**config.mk**
```make
export PLATFORM = sky130hd
export DESIGN_NAME = snos_top
export DESIGN_NICKNAME = d
export VERILOG_FILES = /design/src/rtl/snos_pkg.sv /design/src/rtl/snos_act_mon.sv /design/src/rtl/snos_top.sv
export SDC_FILE = /design/constraint.sdc
export NUM_CORES = 1
export LEC_CHECK = 0
export CAP_MARGIN = 25
export CORE_MARGIN = 2
export CORE_UTILIZATION = 45
export CTS_CLUSTER_SIZE = 40
export DETAILED_ROUTE_END_ITERATION = 7
export HOLD_SLACK_MARGIN = 0.08
export PLACE_DENSITY = 0.75
export SLEW_MARGIN = 20
export SYNTH_ARGS = -nofsm -noshare
export SYNTH_HDL_FRONTEND = slang
export SYNTH_SLANG_ARGS = --single-unit
```
**constraint.sdc**
```tcl
create_clock -name clk -period 2.04 [get_ports clk]
set_clock_uncertainty 0.05 [all_clocks]
set_input_delay 0.204 -clock clk [delete_from_list [all_inputs] [get_ports clk]]
set_output_delay 0.204 -clock clk [all_outputs]
set_load 0.005 [all_outputs]
```
**src/rtl/snos_pkg.sv**
```systemverilog
// Shared constants for the SNOS board glue: I2S bundle width, idle timeout default
// and the jumper-selected LED mode encoding.
package snos_pkg;

    localparam int I2S_BITS            = 3;      // {bck, lrck, data}
    localparam int DEFAULT_IDLE_CYCLES = 65536;

    typedef enum logic [1:0] {
        LED_OFF      = 2'b00,
        LED_BCK      = 2'b01,
        LED_BCK_MUTE = 2'b10,
        LED_BCK_PLL  = 2'b11
    } led_mode_t;

endpackage

```
**src/rtl/snos_act_mon.sv**
```systemverilog
// Activity monitor: 2-FF synchronizer, edge detect and a timeout counter that
// reloads on each edge; active while the counter is non-zero.
module snos_act_mon
    import snos_pkg::*;
#(
    parameter int IDLE_CYCLES = DEFAULT_IDLE_CYCLES
) (
    input  logic clk,
    input  logic reset_mcu,
    input  logic din,
    output logic active
);

    localparam int CW = (IDLE_CYCLES > 2) ? $clog2(IDLE_CYCLES) : 1;
    localparam logic [CW-1:0] RELOAD = CW'(IDLE_CYCLES - 1);

    logic          s1, s2, prev;
    logic [CW-1:0] cnt;

    always_ff @(posedge clk) begin
        if (!reset_mcu) begin
            s1   <= 1'b0;
            s2   <= 1'b0;
            prev <= 1'b0;
            cnt  <= '0;
        end else begin
            s1   <= din;
            s2   <= s1;
            prev <= s2;
            // An edge in the same cycle as expiry still reloads.
            if (s2 != prev)
                cnt <= RELOAD;
            else if (cnt != '0)
                cnt <= cnt - CW'(1);
        end
    end

    assign active = (cnt != '0);

endmodule

```
**src/rtl/snos_top.sv**
```systemverilog
// SNOS audio board glue: re-times MCU I2S into clk, maps MCU control to the DAC
// under jumper overrides, drives indicators/LEDs. Option: SNOS_MUTE_ON_IDLE_EN.
module snos_top
    import snos_pkg::*;
#(
    parameter int IDLE_CYCLES = DEFAULT_IDLE_CYCLES
) (
    input  logic        clk,
    input  logic        reset_mcu,
    input  logic [15:1] j,
    input  logic        mclk_in,
    output logic        mclk_out,
    output logic        pll_clk,
    input  logic        pll_clkout,
    output logic [1:0]  pll_s,
    input  logic        i2s_mcu_bck,
    input  logic        i2s_mcu_lrck,
    input  logic        i2s_mcu_data,
    output logic        i2s_dac_bck,
    output logic        i2s_dac_lrck,
    output logic        i2s_dac_data,
    output logic        i2s_dac_data_r,
    input  logic        mcu_44_48,
    input  logic        mcu_mute,
    input  logic        mcu_dsd_on,
    input  logic        mcu_dac_reset,
    input  logic        mcu_p_d,
    input  logic [1:0]  mcu_f,
    input  logic        mcu_bit_6,
    input  logic        mcu_bit_8,
    input  logic        mcu_bit_10,
    input  logic        mcu_d5,
    input  logic        mcu_d7,
    input  logic        mcu_d9,
    output logic        dac_44_48,
    output logic        dac_mute,
    output logic        dac_dsd,
    output logic        dac_reset,
    output logic [1:0]  dac_f,
    output logic        p_d,
    output logic        bit_6,
    output logic        bit_8,
    output logic        bit_10,
    output logic        d_5,
    output logic        d_7,
    output logic        d_9,
    output logic        p_x8,
    output logic [2:1]  led
);

    logic [I2S_BITS-1:0] i2s_s1, i2s_s2;
    logic                bck_active, pll_active;
    logic [1:0]          f_next;
    logic                mute_next;
    logic [2:1]          led_next;
    logic                unused_jumper;

    assign mclk_out      = mclk_in;
    assign pll_clk       = mclk_in;
    assign unused_jumper = j[13];

    snos_act_mon #(.IDLE_CYCLES(IDLE_CYCLES)) u_bck_mon (
        .clk       (clk),
        .reset_mcu (reset_mcu),
        .din       (i2s_mcu_bck),
        .active    (bck_active)
    );

    snos_act_mon #(.IDLE_CYCLES(IDLE_CYCLES)) u_pll_mon (
        .clk       (clk),
        .reset_mcu (reset_mcu),
        .din       (pll_clkout),
        .active    (pll_active)
    );

    always_comb begin
        f_next    = (mcu_f < j[4:3]) ? mcu_f : j[4:3];
`ifdef SNOS_MUTE_ON_IDLE_EN
        mute_next = mcu_mute | ~j[1] | ~bck_active;
`else
        mute_next = mcu_mute | ~j[1];
`endif
        case (led_mode_t'(j[12:11]))
            LED_BCK_PLL:  led_next = {pll_active, bck_active};
            LED_BCK_MUTE: led_next = {mute_next, bck_active};
            LED_BCK:      led_next = {2{bck_active}};
            default:      led_next = 2'b00;
        endcase
    end

    always_ff @(posedge clk) begin
        if (!reset_mcu) begin
            i2s_s1         <= '0;
            i2s_s2         <= '0;
            i2s_dac_bck    <= 1'b0;
            i2s_dac_lrck   <= 1'b0;
            i2s_dac_data   <= 1'b0;
            i2s_dac_data_r <= 1'b0;
            dac_mute       <= 1'b1;
            dac_dsd        <= 1'b1;
            dac_reset      <= 1'b0;
            dac_f          <= 2'b00;
            dac_44_48      <= 1'b0;
            pll_s          <= 2'b00;
            p_d            <= 1'b0;
            bit_6          <= 1'b0;
            bit_8          <= 1'b0;
            bit_10         <= 1'b0;
            d_5            <= 1'b0;
            d_7            <= 1'b0;
            d_9            <= 1'b0;
            p_x8           <= 1'b0;
            led            <= 2'b00;
        end else begin
            i2s_s1         <= {i2s_mcu_bck, i2s_mcu_lrck, i2s_mcu_data};
            i2s_s2         <= i2s_s1;
            i2s_dac_bck    <= i2s_s2[2];
            i2s_dac_lrck   <= i2s_s2[1];
            // Open j[15] lets audio through; fitted jumper silences both data lines.
            i2s_dac_data   <= i2s_s2[0] & j[15];
            i2s_dac_data_r <= i2s_s2[0] & i2s_s2[1] & j[15];
            dac_mute       <= mute_next;
            dac_dsd        <= j[2] ? mcu_dsd_on : 1'b1;
            dac_reset      <= mcu_dac_reset ^ j[6];
            dac_f          <= f_next;
            dac_44_48      <= j[5] & mcu_44_48;
            pll_s          <= j[14] ? 2'b00 : f_next;
            p_d            <= mcu_p_d;
            bit_6          <= mcu_bit_6 & j[7];
            bit_8          <= mcu_bit_8 & j[8];
            bit_10         <= mcu_bit_10 & j[9];
            d_5            <= mcu_d5;
            d_7            <= mcu_d7;
            d_9            <= mcu_d9;
            p_x8           <= j[10] & (f_next == 2'b11);
            led            <= led_next;
        end
    end

endmodule

```
==> out/results.txt <==
The run finished with clean final reports. The tools report the worst hold path startpoint as j[2]. Counting every net in the synthesized netlist gives 313.

Cells fill 62.16% of the core in the end. The share of synthesized area spent on multiplexers is 1.174%, and the total of fill cells in the finished design is 500. The clock network power share was 26.8%; the period utilization was 94.81%.

The synthesized design contains 0 enable-type register cells. The total I/O pin count is 59, and the minimum clock period is 1.934 ns. The share of total power dissipated in combinational logic is 28.8%. In this run the number of H-tree levels came out at 3. The tools report the cell row count as 28. The synthesized netlist devotes 15.97% of its cell area to compound gates. Setup violations remaining at the end of the flow were counted as 0. The sum of buffers and inverters on the critical path is 2, and the total routing resource utilization after global routing is 19.48%. The tools report the relative contribution of sequential cells to total power as 44.3%. The largest area contributor in the netlist was dfxtp_1. The logs give 2.25 ns for the data required time of the critical path and 0.001326 sq mm for the multi-input combinational cell area. The number of global-route vias before repair was 2,248. For the worst-skew pair, the clock arrives at the later sink with an insertion delay of 0.33 ns. The sequential cell area in the final layout is 0.001261 sq mm, and the DRC violation count after routing is 0. The post-synthesis average cell area is 9.758 sq um.

TritonCTS built the clock tree. Along the worst hold path, the cell count comes to 2. The netlist area before placement is 0.002664 sq mm. The class of the tightest hold or removal check was in -> reg. Setup repair after global routing left no endpoint under its margin.

In this design, the stage delay of the slowest critical-path cell is 0.47 ns. The area fraction of the dominant cell type after synthesis was 47.35%; the power density over the cells was 946.6 mW/mm^2. In this run the horizontal extent of the chip is 80.94 um. The share of layout cells above drive strength 1 came out at 16.25%. The critical path capture point type was a flip-flop. Number of flip-flops and latches in the synthesized netlist: 63. In this run the vertical extent of the chip is 80.94 um. The area growth from synthesis to layout was 35.70%; the maximum buffer depth of the clock tree was 2. The iteration count of the initial detailed-routing pass was 4. The detailed router finished its first iteration with 103 violations.

The tools report the worst hold margin as 0.3328 ns. The last weighted congestion value of the routability-driven placer was 0.8443. The net count of the finished layout was 393; the CTS clock-pin slew for the worst setup and hold paths was 0.07 ns.

The unique cell type count in the Yosys netlist is 49. The net switching power figure is 1070 uW. Once layout is complete, the cells apart from fillers number 432.

The XOR/XNOR share of the synthesized area is 2.302%. Summed over all layers, the global routing overflow is 0. Kind of cell adding the most delay to the critical path: simple AND/OR/NAND/NOR gates.

At the placement stage, the worst setup path has a slack of 0.02822 ns. The logs give 47.35% for the fraction of the yosys area taken by sequential cells and 63 for the number of clock sinks. The number of hold buffers added after CTS was 0. The post-detailed-route via-to-cell ratio was 5.410. Ranked by total cell area, the synthesized netlist is headed by dfxtp_1, a31oi_1, and2_1. The actual slew at the worst max-slew pin came out at 0.5746 ns. For the cell count after placement, the log shows 415. The global-route wire length before repair was 9804 um.

The tools report the origin of the critical flop-to-flop path as u_bck_mon.cnt[0]$_SDFFE_PN0P_. The synthesized netlist devotes 27.48% of its cell area to simple gates. The main flop type after synthesis is dfxtp_1. The logs give 0.006551 sq mm for the area of the die and 0.11 ns for the reg-to-reg setup timing slack. The internal portion of the total power is 2352 uW. The maximum resistive drop on vdd was 0.6814 mV; the number of synthesis warnings was 0. The analysis attributes to cell leakage a power of 0.001417 uW. In the final timing run, aggregate negative setup slack is 0 ns. The maximum achievable frequency is 517.0 MHz. 0 antenna diodes ended up in the layout.

Data arrives at the worst endpoint at 2.15 ns. Area of the core: 0.005816 sq mm. The critical path is of the reg -> reg type. Of the total synthesized cell area, the portion taken by full adders, half adders and majority gates is 2.349%. The highest net fanout along the worst path is 6. The signal on the critical path passes through inv_1 > ha_2 > or3b_2 > o31ai_4 > buf_4 > or4_1 > a31oi_1. Once the floorplan was initialized, standard cells occupied 45.80% of the core. Of the total power, the share spent switching nets is 31.26%. The post-detailed-route count of antenna-violating nets is 0. In this run the clock root is driven by a clkbuf_8. Clock tree synthesis inserted a total of 9 buffers. The kind of launch point of the worst setup path is a flip-flop.

The port buffer count was 54. The combinational family with the most area after synthesis was simple AND/OR/NAND/NOR gates. Setup slack on the critical path of the routed design comes to 0.1059 ns. The wire length per cell was 13.75 um. The largest individual stage delay along the critical path comes from the cell or4_1.

Detailed routing inserted a total of 2,337 vias. After synthesis, the share of flip-flops with an asynchronous set or reset is 0%. In the synthesized netlist, the number of instances is 273.

The number of antenna violations at the first check in global routing was 0; the routed wire length was 5942 um. Measured against its own limit, the worst slew margin works out to 61.57%. The destination of the worst hold path is dac_dsd$_SDFF_PN1_. The tools report the max-slew violation count as 0. Once detailed placement completed, the half-perimeter wirelength came to 4332 um. For the largest net degree at the start of global routing, the log shows 30.

The run gives 0 as the final hold violation count. The endpoint identified for the worst register-to-register timing path is u_bck_mon.cnt[11]$_SDFFE_PN0P_. The number of max-cap violations is 0, and the logic depth of the worst register-to-register path is 7.
==> power by group through the flow <==
stage / clock (uW) / sequential (uW) / combinational [uW]
4_1_cts: 947 / 1510 / 968
3_3_place_gp: 0 / 1530 / 936
6_report: 918 / 1520 / 987
2_1_floorplan: 0 / 1530 / 596
3_5_place_dp: 0 / 1540 / 964
5_1_grt: 1000 / 1530 / 1100
==> sequential cells by signal, indices dropped and copies added, names as in the netlist, 2 cells and up <==
name and flops:
pll_s 2, led 2, u_pll_mon.cnt 16, dac_f 2, i2s_s1 3, i2s_s2 3
u_bck_mon.cnt 16
==> synth_stat cells, types with 2 or more instances <==
| master | instances |
|---|---|
| dfxtp_1 | 63 |
| a31oi_1 | 18 |
| and2_1 | 17 |
| a21oi_1 | 14 |
| nor2_1 | 14 |
| nand2_1 | 11 |
| inv_1 | 9 |
| or3_1 | 9 |
| or4_1 | 9 |
| clkbuf_1 | 8 |
| nor3_1 | 8 |
| o21ai_0 | 8 |
| and3_1 | 7 |
| o31ai_1 | 7 |
| nand4_1 | 6 |
| ha_1 | 5 |
| xnor2_1 | 5 |
| nor4_1 | 4 |
| nor4_4 | 4 |
| nor3b_1 | 3 |
| or2_2 | 3 |
| or3b_2 | 3 |
| a311oi_1 | 2 |
| buf_4 | 2 |
| mux2i_1 | 2 |
| nand2b_1 | 2 |
| nand3b_1 | 2 |
| nor2b_1 | 2 |
| o21ai_1 | 2 |
| o311a_1 | 2 |
| o31a_1 | 2 |
| or4_4 | 2 |
| xor2_1 | 2 |
==> kinds of logic after synthesis <==
logic type | count (synthesis)
AO/OA/AOI/OAI | 64
XOR/XNOR | 7
adder cells (fa/ha/maj) | 5
buffers and inverters | 20
flip-flops | 63
multiplexers | 3
AND/OR/NAND/NOR | 111
==> worst reg2reg max path, cell delays in order (launching register included) <==
cell,delay [ns]
dfxtp_1,0.40
inv_1,0.09
ha_2,0.21
or3b_2,0.24
o31ai_4,0.06
buf_4,0.16
or4_1,0.47
a31oi_1,0.17
==> worst max-delay path by stage <==
| stage | start | endpoint | slack (ns) | depth (start not counted) |
|---|---|---|---|---|
| floorplan | u_pll_mon.cnt[0]$_SDFFE_PN0P_ | u_pll_mon.cnt[1]$_SDFFE_PN0P_ | 0.08 | 7 |
| global placement | u_pll_mon.cnt[0]$_SDFFE_PN0P_ | led[2]$_SDFF_PN0_ | 0.08 | 7 |
| detailed placement | u_pll_mon.cnt[1]$_SDFFE_PN0P_ | led[2]$_SDFF_PN0_ | 0.03 | 7 |
| CTS | u_pll_mon.cnt[1]$_SDFFE_PN0P_ | led[2]$_SDFF_PN0_ | 0.02 | 7 |
| global route | u_bck_mon.cnt[0]$_SDFFE_PN0P_ | u_bck_mon.cnt[11]$_SDFFE_PN0P_ | 0.004 | 7 |
| finish | u_bck_mon.cnt[0]$_SDFFE_PN0P_ | u_bck_mon.cnt[11]$_SDFFE_PN0P_ | 0.11 | 7 |
==> cell type report <==
class,instances,area share (%)
tap,75,2.596
sequential,63,34.89
timing repair buffer,80,20.35
clock buffer,11,3.911
clock inverter,4,0.6231
inverter,9,0.9346
multi-input combinational,190,36.69
==> repair_timing <==
action                                  4_1_cts  5_1_grt
resized for setup                             0        3
buffers inserted                              0        1
endpoints found under the setup margin        0       10
==> per-layer routing <==
layer	track usage [%]	vias up	routed length (um)	share of wire [%]
met1	20.14	1098	2506	42
met5	0	-	0	0
li1	-	1185	-	-
met2	36.12	43	3054	51
met4	7.119	0	97	1.6
met3	6.778	11	284	4.8
==> metrics by stage <==
step | cell area, sq um | total power [uW]
global placement | 3422 | 2468
global route | 3615 | 3632
detailed placement | 3422 | 2502
CTS | 3586 | 3428
floorplan | 2664 | 2128
finish | 3615 | 3422
==> cell usage in the layout (no fill, tap or decap), drive strengths merged, types with 11 or more instances in the layout <==
| master | count |
|---|---|
| a21oi | 15 |
| a31oi | 18 |
| and2 | 17 |
| buf | 25 |
| clkbuf | 12 |
| clkdlybuf4s50 | 54 |
| dfxtp | 63 |
| nand2 | 11 |
| nor2 | 14 |
| or4 | 11 |
Note: power is estimated with default switching activity, not from simulation.
